### src/rtl/core_pkg.sv
// ============================================================================
// Module      : core_pkg
// Description : Shared types and constants for the RV32I front end.
// Revision    : 1.0 - initial release
// ============================================================================
`default_nettype none

package core_pkg;

    typedef logic [31:0] word_t;
    typedef logic [31:0] pc_t;

    localparam int unsigned INST_BYTES = 4;
    localparam word_t       NOP_INST   = 32'h0000_0013;

    typedef struct packed {
        pc_t   pc;
        word_t inst;
    } fetch_entry_t;

endpackage

`default_nettype wire

### src/rtl/fetch_skid_buffer.sv
// ============================================================================
// Module      : fetch_skid_buffer
// Description : 2-deep FIFO of fetched {pc, inst} entries with flush.
// Revision    : 1.0 - initial release
// ============================================================================
`default_nettype none

module fetch_skid_buffer
    import core_pkg::*;
(
    input  logic         clock,
    input  logic         reset,
    input  logic         flush,
    input  logic         push,
    input  fetch_entry_t push_entry,
    input  logic         pop,
    output fetch_entry_t head,
    output logic         full,
    output logic         empty
);

    fetch_entry_t r_mem [2];
    logic         r_wr_ptr;
    logic         r_rd_ptr;
    logic [1:0]   r_count;
    logic         w_push;
    logic         w_pop;

    assign w_pop  = pop && !empty;
    assign w_push = push && (!full || w_pop);

    always_ff @(posedge clock) begin
        if (w_push) begin
            r_mem[r_wr_ptr] <= push_entry;
        end
    end

    always_ff @(posedge clock) begin
        if (reset || flush) begin
            r_wr_ptr <= 1'b0;
            r_rd_ptr <= 1'b0;
            r_count  <= 2'd0;
        end else begin
            if (w_push) begin
                r_wr_ptr <= ~r_wr_ptr;
            end
            if (w_pop) begin
                r_rd_ptr <= ~r_rd_ptr;
            end
            case ({w_push, w_pop})
                2'b10:   r_count <= r_count + 2'd1;
                2'b01:   r_count <= r_count - 2'd1;
                default: r_count <= r_count;
            endcase
        end
    end

    assign head  = r_mem[r_rd_ptr];
    assign full  = (r_count == 2'd2);
    assign empty = (r_count == 2'd0);

endmodule

`default_nettype wire

### src/rtl/instruction_fetch.sv
// ============================================================================
// Module      : instruction_fetch
// Description : PC owner and ROM fetch initiator feeding decode over
//               valid/ready. Define FETCH_SKID_EN for the 2-entry skid buffer.
// Revision    : 1.0 - initial release
// ============================================================================
`default_nettype none

module instruction_fetch
    import core_pkg::*;
#(
    parameter pc_t RESET_PC = 32'h0000_0000
) (
    input  logic        clock,
    input  logic        reset,
    output logic [31:0] rom_addr,
    input  logic [31:0] rom_r_data,
    input  logic        redirect_valid,
    input  logic [31:0] redirect_pc,
    output logic        inst_valid,
    input  logic        inst_ready,
    output logic [31:0] inst_data,
    output logic [31:0] inst_pc
);

    pc_t          r_pc;
    logic         r_resp_valid;
    pc_t          r_resp_pc;
    logic         r_inst_valid;
    word_t        r_inst_data;
    pc_t          r_inst_pc;

    logic         w_out_free;
    logic         w_issue;
    logic         w_load;
    logic         w_pc_update;
    pc_t          w_pc_next;
    fetch_entry_t w_resp_entry;
    fetch_entry_t w_load_entry;
    logic [1:0]   w_unused_redirect_bits;

    assign w_unused_redirect_bits = redirect_pc[1:0];
    assign w_out_free   = !r_inst_valid || inst_ready;
    assign w_resp_entry = '{pc: r_resp_pc, inst: rom_r_data};
    assign rom_addr     = {2'b00, r_pc[31:2]};

`ifdef FETCH_SKID_EN
    logic         w_push;
    logic         w_pop;
    logic         w_full;
    logic         w_empty;
    logic         w_fill_next;
    fetch_entry_t w_head;

    assign w_pop  = w_out_free && !w_empty;
    assign w_push = r_resp_valid && !(w_out_free && w_empty);
    // Hold issue when the buffer ends this edge full, so the next response always fits.
    assign w_fill_next  = (w_full && !w_pop) || (!w_full && !w_empty && w_push && !w_pop);
    assign w_issue      = !w_fill_next;
    assign w_load       = w_out_free && (!w_empty || r_resp_valid);
    assign w_load_entry = w_empty ? w_resp_entry : w_head;
    assign w_pc_update  = w_issue;
    assign w_pc_next    = r_pc + pc_t'(INST_BYTES);

    fetch_skid_buffer u_skid (
        .clock      (clock),
        .reset      (reset),
        .flush      (redirect_valid),
        .push       (w_push),
        .push_entry (w_resp_entry),
        .pop        (w_pop),
        .head       (w_head),
        .full       (w_full),
        .empty      (w_empty)
    );
`else
    assign w_issue      = w_out_free;
    assign w_load       = w_out_free && r_resp_valid;
    assign w_load_entry = w_resp_entry;
    // A response that cannot be presented is dropped and its address replayed.
    assign w_pc_update  = w_issue || r_resp_valid;
    assign w_pc_next    = (r_resp_valid && !w_out_free) ? r_resp_pc
                                                        : r_pc + pc_t'(INST_BYTES);
`endif

    always_ff @(posedge clock) begin
        if (reset) begin
            r_pc         <= RESET_PC;
            r_resp_valid <= 1'b0;
            r_resp_pc    <= '0;
            r_inst_valid <= 1'b0;
            r_inst_data  <= '0;
            r_inst_pc    <= '0;
        end else if (redirect_valid) begin
            r_pc         <= {redirect_pc[31:2], 2'b00};
            r_resp_valid <= 1'b0;
            r_inst_valid <= 1'b0;
        end else begin
            if (w_pc_update) begin
                r_pc <= w_pc_next;
            end
            r_resp_valid <= w_issue;
            if (w_issue) begin
                r_resp_pc <= r_pc;
            end
            if (w_out_free) begin
                r_inst_valid <= w_load;
                if (w_load) begin
                    r_inst_data <= w_load_entry.inst;
                    r_inst_pc   <= w_load_entry.pc;
                end
            end
        end
    end

    assign inst_valid = r_inst_valid;
    assign inst_data  = r_inst_data;
    assign inst_pc    = r_inst_pc;

endmodule

`default_nettype wire

### config.mk
export PLATFORM = sky130hd
export DESIGN_NAME = instruction_fetch
export DESIGN_NICKNAME = d
export VERILOG_FILES = /design/src/rtl/core_pkg.sv /design/src/rtl/fetch_skid_buffer.sv /design/src/rtl/instruction_fetch.sv
export SDC_FILE = /design/constraint.sdc
export NUM_CORES = 1
export LEC_CHECK = 0
export BUFFER_PORTS_ARGS = -buffer_cell sky130_fd_sc_hd__buf_2
export CAP_MARGIN = 20
export CORE_MARGIN = 5
export CORE_UTILIZATION = 50
export CTS_BUF_LIST = sky130_fd_sc_hd__clkbuf_4 sky130_fd_sc_hd__clkbuf_8
export CTS_CLUSTER_SIZE = 28
export DETAILED_ROUTE_END_ITERATION = 10
export HOLD_SLACK_MARGIN = 0.06
export MAX_ROUTING_LAYER = met4
export PLACE_DENSITY = 0.77
export SLEW_MARGIN = 20
export SYNTH_ARGS = -nofsm -noshare
export SYNTH_HDL_FRONTEND = slang
export SYNTH_HIERARCHICAL = 1
export SYNTH_SLANG_ARGS = --single-unit
### constraint.sdc
create_clock -name clock -period 2.3 [get_ports clock]
set_input_delay 0.46 -clock clock [delete_from_list [all_inputs] [get_ports clock]]
set_output_delay 0.46 -clock clock [all_outputs]
set_load 0.03 [all_outputs]
Word-level counts from Yosys, hierarchy flattened
Index checks and enable logic that the tools add are counted. W data, S select, Z words.

Register bits after elaboration: 130. Output and inout bits: 97.

Add/sub/neg operators: 1. Mux-type cells: 3. Bitwise operators: 1. Reduce and logical (&&, ||, !) cells: 10.

Operators by type and width (count): $mux W32 (3); $add A32 B3 Y32 const B (1); $reduce_and A3 Y1 (1); $logic_and A1 B1 Y1 (2); $logic_not A1 Y1 (2); $logic_or A1 B1 Y1 (2); $reduce_and A2 Y1 (1); $reduce_bool A2 Y1 (1); $reduce_or A2 Y1 (1); $not A1 Y1 (1).

Logic depth before layout (Yosys ltp)
Word-level depth: 7. Mapped depth: 7. Gate-level depth less buffers: 6.

Worst setup path before layout
OpenSTA, ideal clock, no wires.

Kind: flip-flop to flip-flop. Start: register r_pc[3]. End: register r_pc[24]. Setup time: 0.079 ns. Data arrival time: 1.816 ns. Data required time: 2.221 ns. Setup slack: 0.405 ns. Stages on the path, launching flop included: 8. Clock period less this slack: 1.895 ns. Cells stage by stage: dfxtp_1 > ha_1 > and3_1 > buf_2 > and4_4 > or4b_1 > o211a_1 > a211oi_2.

Word-level cells in the longest chain between the ends: 4.

Ends and longest elaborated chain: start, declared (line instruction_fetch.sv:26) `pc_t r_pc;`; start signal, assigned (line instruction_fetch.sv:95) `r_pc <= {redirect_pc[31:2], 2'b00};`; start signal, assigned (line instruction_fetch.sv:100) `r_pc <= w_pc_next;`; $add A32 B3 Y32 (line instruction_fetch.sv:83) `: r_pc + pc_t'(INST_BYTES);`; $mux W32 (line instruction_fetch.sv:82) `assign w_pc_next = (r_resp_valid && !w_out_free) ? r_resp_pc`; $mux W32 (line instruction_fetch.sv:99) `if (w_pc_update) begin`; $mux W32 (line instruction_fetch.sv:94) `end else if (redirect_valid) begin`.

Every way passes these cells. The select of a mux whose other input is x is not followed. A chain may end at the register's enable or synchronous reset.

Worst setup path after layout
Start: register r_pc[2]. End: register r_pc[24].

Same word-level chain as after synthesis.

==> results.md <==
* Flop and latch count out of synthesis at 130
* Width of the die at roughly 120 um
* Int Pwr at between 0.003 and 0.004 W
* Crit end category: flop
* Cell Area, Placed at 0.006658 mm^2
* Post-cts sizing count at 0
* Hold Vio Cnt, Final at 0
* Post-synthesis cell area at slightly below 0.006 mm^2
* Worst slew margin at 0.5848
* Switch Pwr at 0.001304 W
* Wirelength, routed at about 17 mm
* Dominant cell type by area after synthesis: dfxtp_1
* Min-delay src: redirect_pc[13]
* Vias in the first global route at 5262
* DRC at 0
* Worst Hold Class: in -> reg
* Switch share at 0.2652
* Grt ovf at 0
* Root buf cell: clkbuf_8
* R2R Setup Slk at 0.24 ns
* Maximum clock frequency at 485.1 MHz
* Pins over their slew limit at 0
* Post-route ant nets at 0
* Reg-to-reg endpoint: r_pc[24]
* Clock latency on the worst-skew pair at 0.45 ns
* Final Cell Area at 0.007046 mm^2
* Reg-to-Reg Start: r_pc[2]
* Cell variety after synth at 46
* P_leak at slightly below 3 nW
* Type of origin of the critical path: flop
* Clock skew at approximately 0.011 ns
* Power share of the combinational group at 0.119
* Hold endpoint: r_pc[13]
* Final hold slack at ~0.24 ns
* RSZ-0062 raised after global routing: no
* DIE AREA at between 0.01 and 0.015 mm^2
* CTS tree: built
* Syn avg cell area at just under 8 um^2
* Drt pass-1 iters at 5
* Number of top-level pins at 165
* Post-synth EDFFs at 0
* Filler cell count at 1044
* Endpoints failing setup at 0
* Crit share post-route at 0.8962
* H-tree Lvls at 4
* Predominant post-synthesis flop cell: dfxtp_1
* Clk buf depth at 2
* Post-synth ARST share at 0
* Num rows at 39
* Final net count at 950
* Iteration-0 DRC Markers at between 400 and 500
* Number of setup buffers added after CTS at 0
* I/O Buffers at 160
* Arr. time, crit path at about 2.4 ns
* Vias at 5713
* Worst Reg2Reg Path Length in Cells at 6
* Sequential-to-total area share from yosys stat at 0.4426
* Synth area leaders: dfxtp_1, nand2_1, a21oi_1, buf_4, clkbuf_1
* Sequential share of power at 0.490
* Crit path time final at between 2 and 2.5 ns
* Min-Delay Path Depth at 3
* Drt wl/cell at ~16 um
* Post-Syn Instances at about 760
* Synth-to-Final Area Change at 19.83%
* Die height at approximately 120 um
* Clock-pin slew on the worst setup and hold paths at 0.08 ns
* Initial Util at 0.5127
* Top-area cell type share of the netlist area at 0.4426
* Worst Tran Pin Value at ~0.62 ns
* CTS Sinks at 130
* Share of post-route cells with drive strength above 1 at 0.2702
* Worst path required time at around 2.7 ns
* Hpwl dp at roughly 12 mm
* Antenna violations before repair at 1
* Power share of the clock group at 0.392
* Largest net degree at the start of global routing at 61
* Vias per inst at 5.514
* Hold bufs inserted after CTS at 0
* Critical path class: reg -> reg
* PwrDens at roughly 700 mW/mm^2
* Setup TNS at 0 ns
* Cts bufs inserted at 17
* Max_cap viols at 0
* First-pass GRT wire length at 26.77 mm
* Core area at about 0.011 mm^2
* CP Max Fanout at 7
* Overall Global Routing Usage at 0.2391
* Outcome: finished clean
* Max VDD drop at slightly below 0.5 mV
* Final GP Congestion at about 0.89
* Ys Warns at 6
[sequential cells by signal (all words and copies together) (netlist names), named ones only]
register	flops
inst_data	32
inst_valid	1
r_resp_valid	1
inst_pc	32
r_pc	30
r_resp_pc	32
[stage by stage]
| step | setup WS, ns | utilization | total power (W) | cells |
|---|---|---|---|---|
| after floorplan | 0.4047 | - | 0.002857 | 760 |
| after global placement | 0.3236 | 0.5806 | 0.003030 | 1005 |
| after detailed placement | 0.2646 | 0.5806 | 0.003039 | 1005 |
| after CTS | 0.2488 | 0.6142 | 0.004940 | 1035 |
| after global routing | 0.07312 | 0.6144 | 0.005106 | 1036 |
| final | 0.2387 | 0.6144 | 0.004917 | 1036 |
[synthesized netlist by cell type (all sizes together) (12+ instances only)]
cell	count
a21oi	110
a22oi	19
buf	49
clkbuf	40
dfxtp	130
mux2	13
nand2	220
nand3	14
nand4	16
nor2	28
nor3	12
o21ai	12
xnor2	12
[worst max-delay path: stages, from the launching register on]
cell,delay (ns)
dfxtp_1,0.46
ha_1,0.25
and3_1,0.24
and4_4,0.25
or4b_1,0.45
o211a_1,0.15
a211oi_2,0.19
[logic make-up after synthesis]
kind of cell    after synthesis  share of synthesized area
simple gates                323                     0.2379
compound gates              176                     0.1766
flops                       130                     0.4426
buf+inv                      95                    0.08406
mux                          19                    0.03511
xor+xnor                     14                    0.02086
fa+ha+maj                     1                   0.002128
other cells                   1                  0.0006378
[area by class of cell]
type	count	area [um^2]	share of cell area
multi-input cells	535	2793	0.3964
clock buffers	24	305.3	0.04333
diodes	1	2.502	0.0003552
clock inverters	6	80.08	0.01137
flip-flops and latches	130	2603	0.3694
inverters	6	22.52	0.003197
repair buffers	191	1061	0.1506
well taps	143	178.9	0.02540
[layout by cell type (no fill, tap or decap), types with 7 or more instances in the layout]
| cell type | instances |
|---|---|
| nand2_1 | 219 |
| buf_2 | 159 |
| dfxtp_1 | 130 |
| a21oi_1 | 110 |
| buf_4 | 30 |
| nor2_1 | 27 |
| clkbuf_8 | 20 |
| a22oi_1 | 19 |
| nand4_1 | 15 |
| nand3_1 | 14 |
| mux2_2 | 13 |
| o21ai_0 | 12 |
| xnor2_1 | 12 |
| nor3_1 | 12 |
| nor4_1 | 7 |
[metal layers]
| metal | track usage | up-vias | wire length [um] |
|---|---|---|---|
| li1 | - | 2823 | - |
| met1 | 0.3005 | 2654 | 7064 |
| met2 | 0.3667 | 200 | 7970 |
| met3 | 0.06925 | 36 | 1193 |
| met4 | 0.08859 | 0 | 335 |
| met5 | - | - | 0 |
[power groups by stage]
| stage | logic [W] | clock network [W] | registers, W |
|---|---|---|---|
| after floorplan | 0.000379 | 0 | 0.00248 |
| after global placement | 0.000577 | 0 | 0.00245 |
| after detailed placement | 0.000582 | 0 | 0.00246 |
| after CTS | 0.000583 | 0.00195 | 0.00241 |
| after global routing | 0.000634 | 0.00205 | 0.00242 |
| final | 0.000583 | 0.00193 | 0.00241 |
[how the worst max path moves through the flow]
stage	start	end	slack (ns)	cells after the start
6_report	r_pc[2]	r_pc[24]	0.24	6
5_1_grt	r_pc[8]	r_pc[19]	0.07	5
4_1_cts	r_pc[2]	r_pc[24]	0.25	6
3_5_place_dp	r_pc[2]	r_pc[24]	0.26	6
3_3_place_gp	r_pc[2]	r_pc[24]	0.32	6
2_1_floorplan	r_pc[3]	r_pc[24]	0.40	7
No activity file was read; power rests on OpenSTA's default activity.
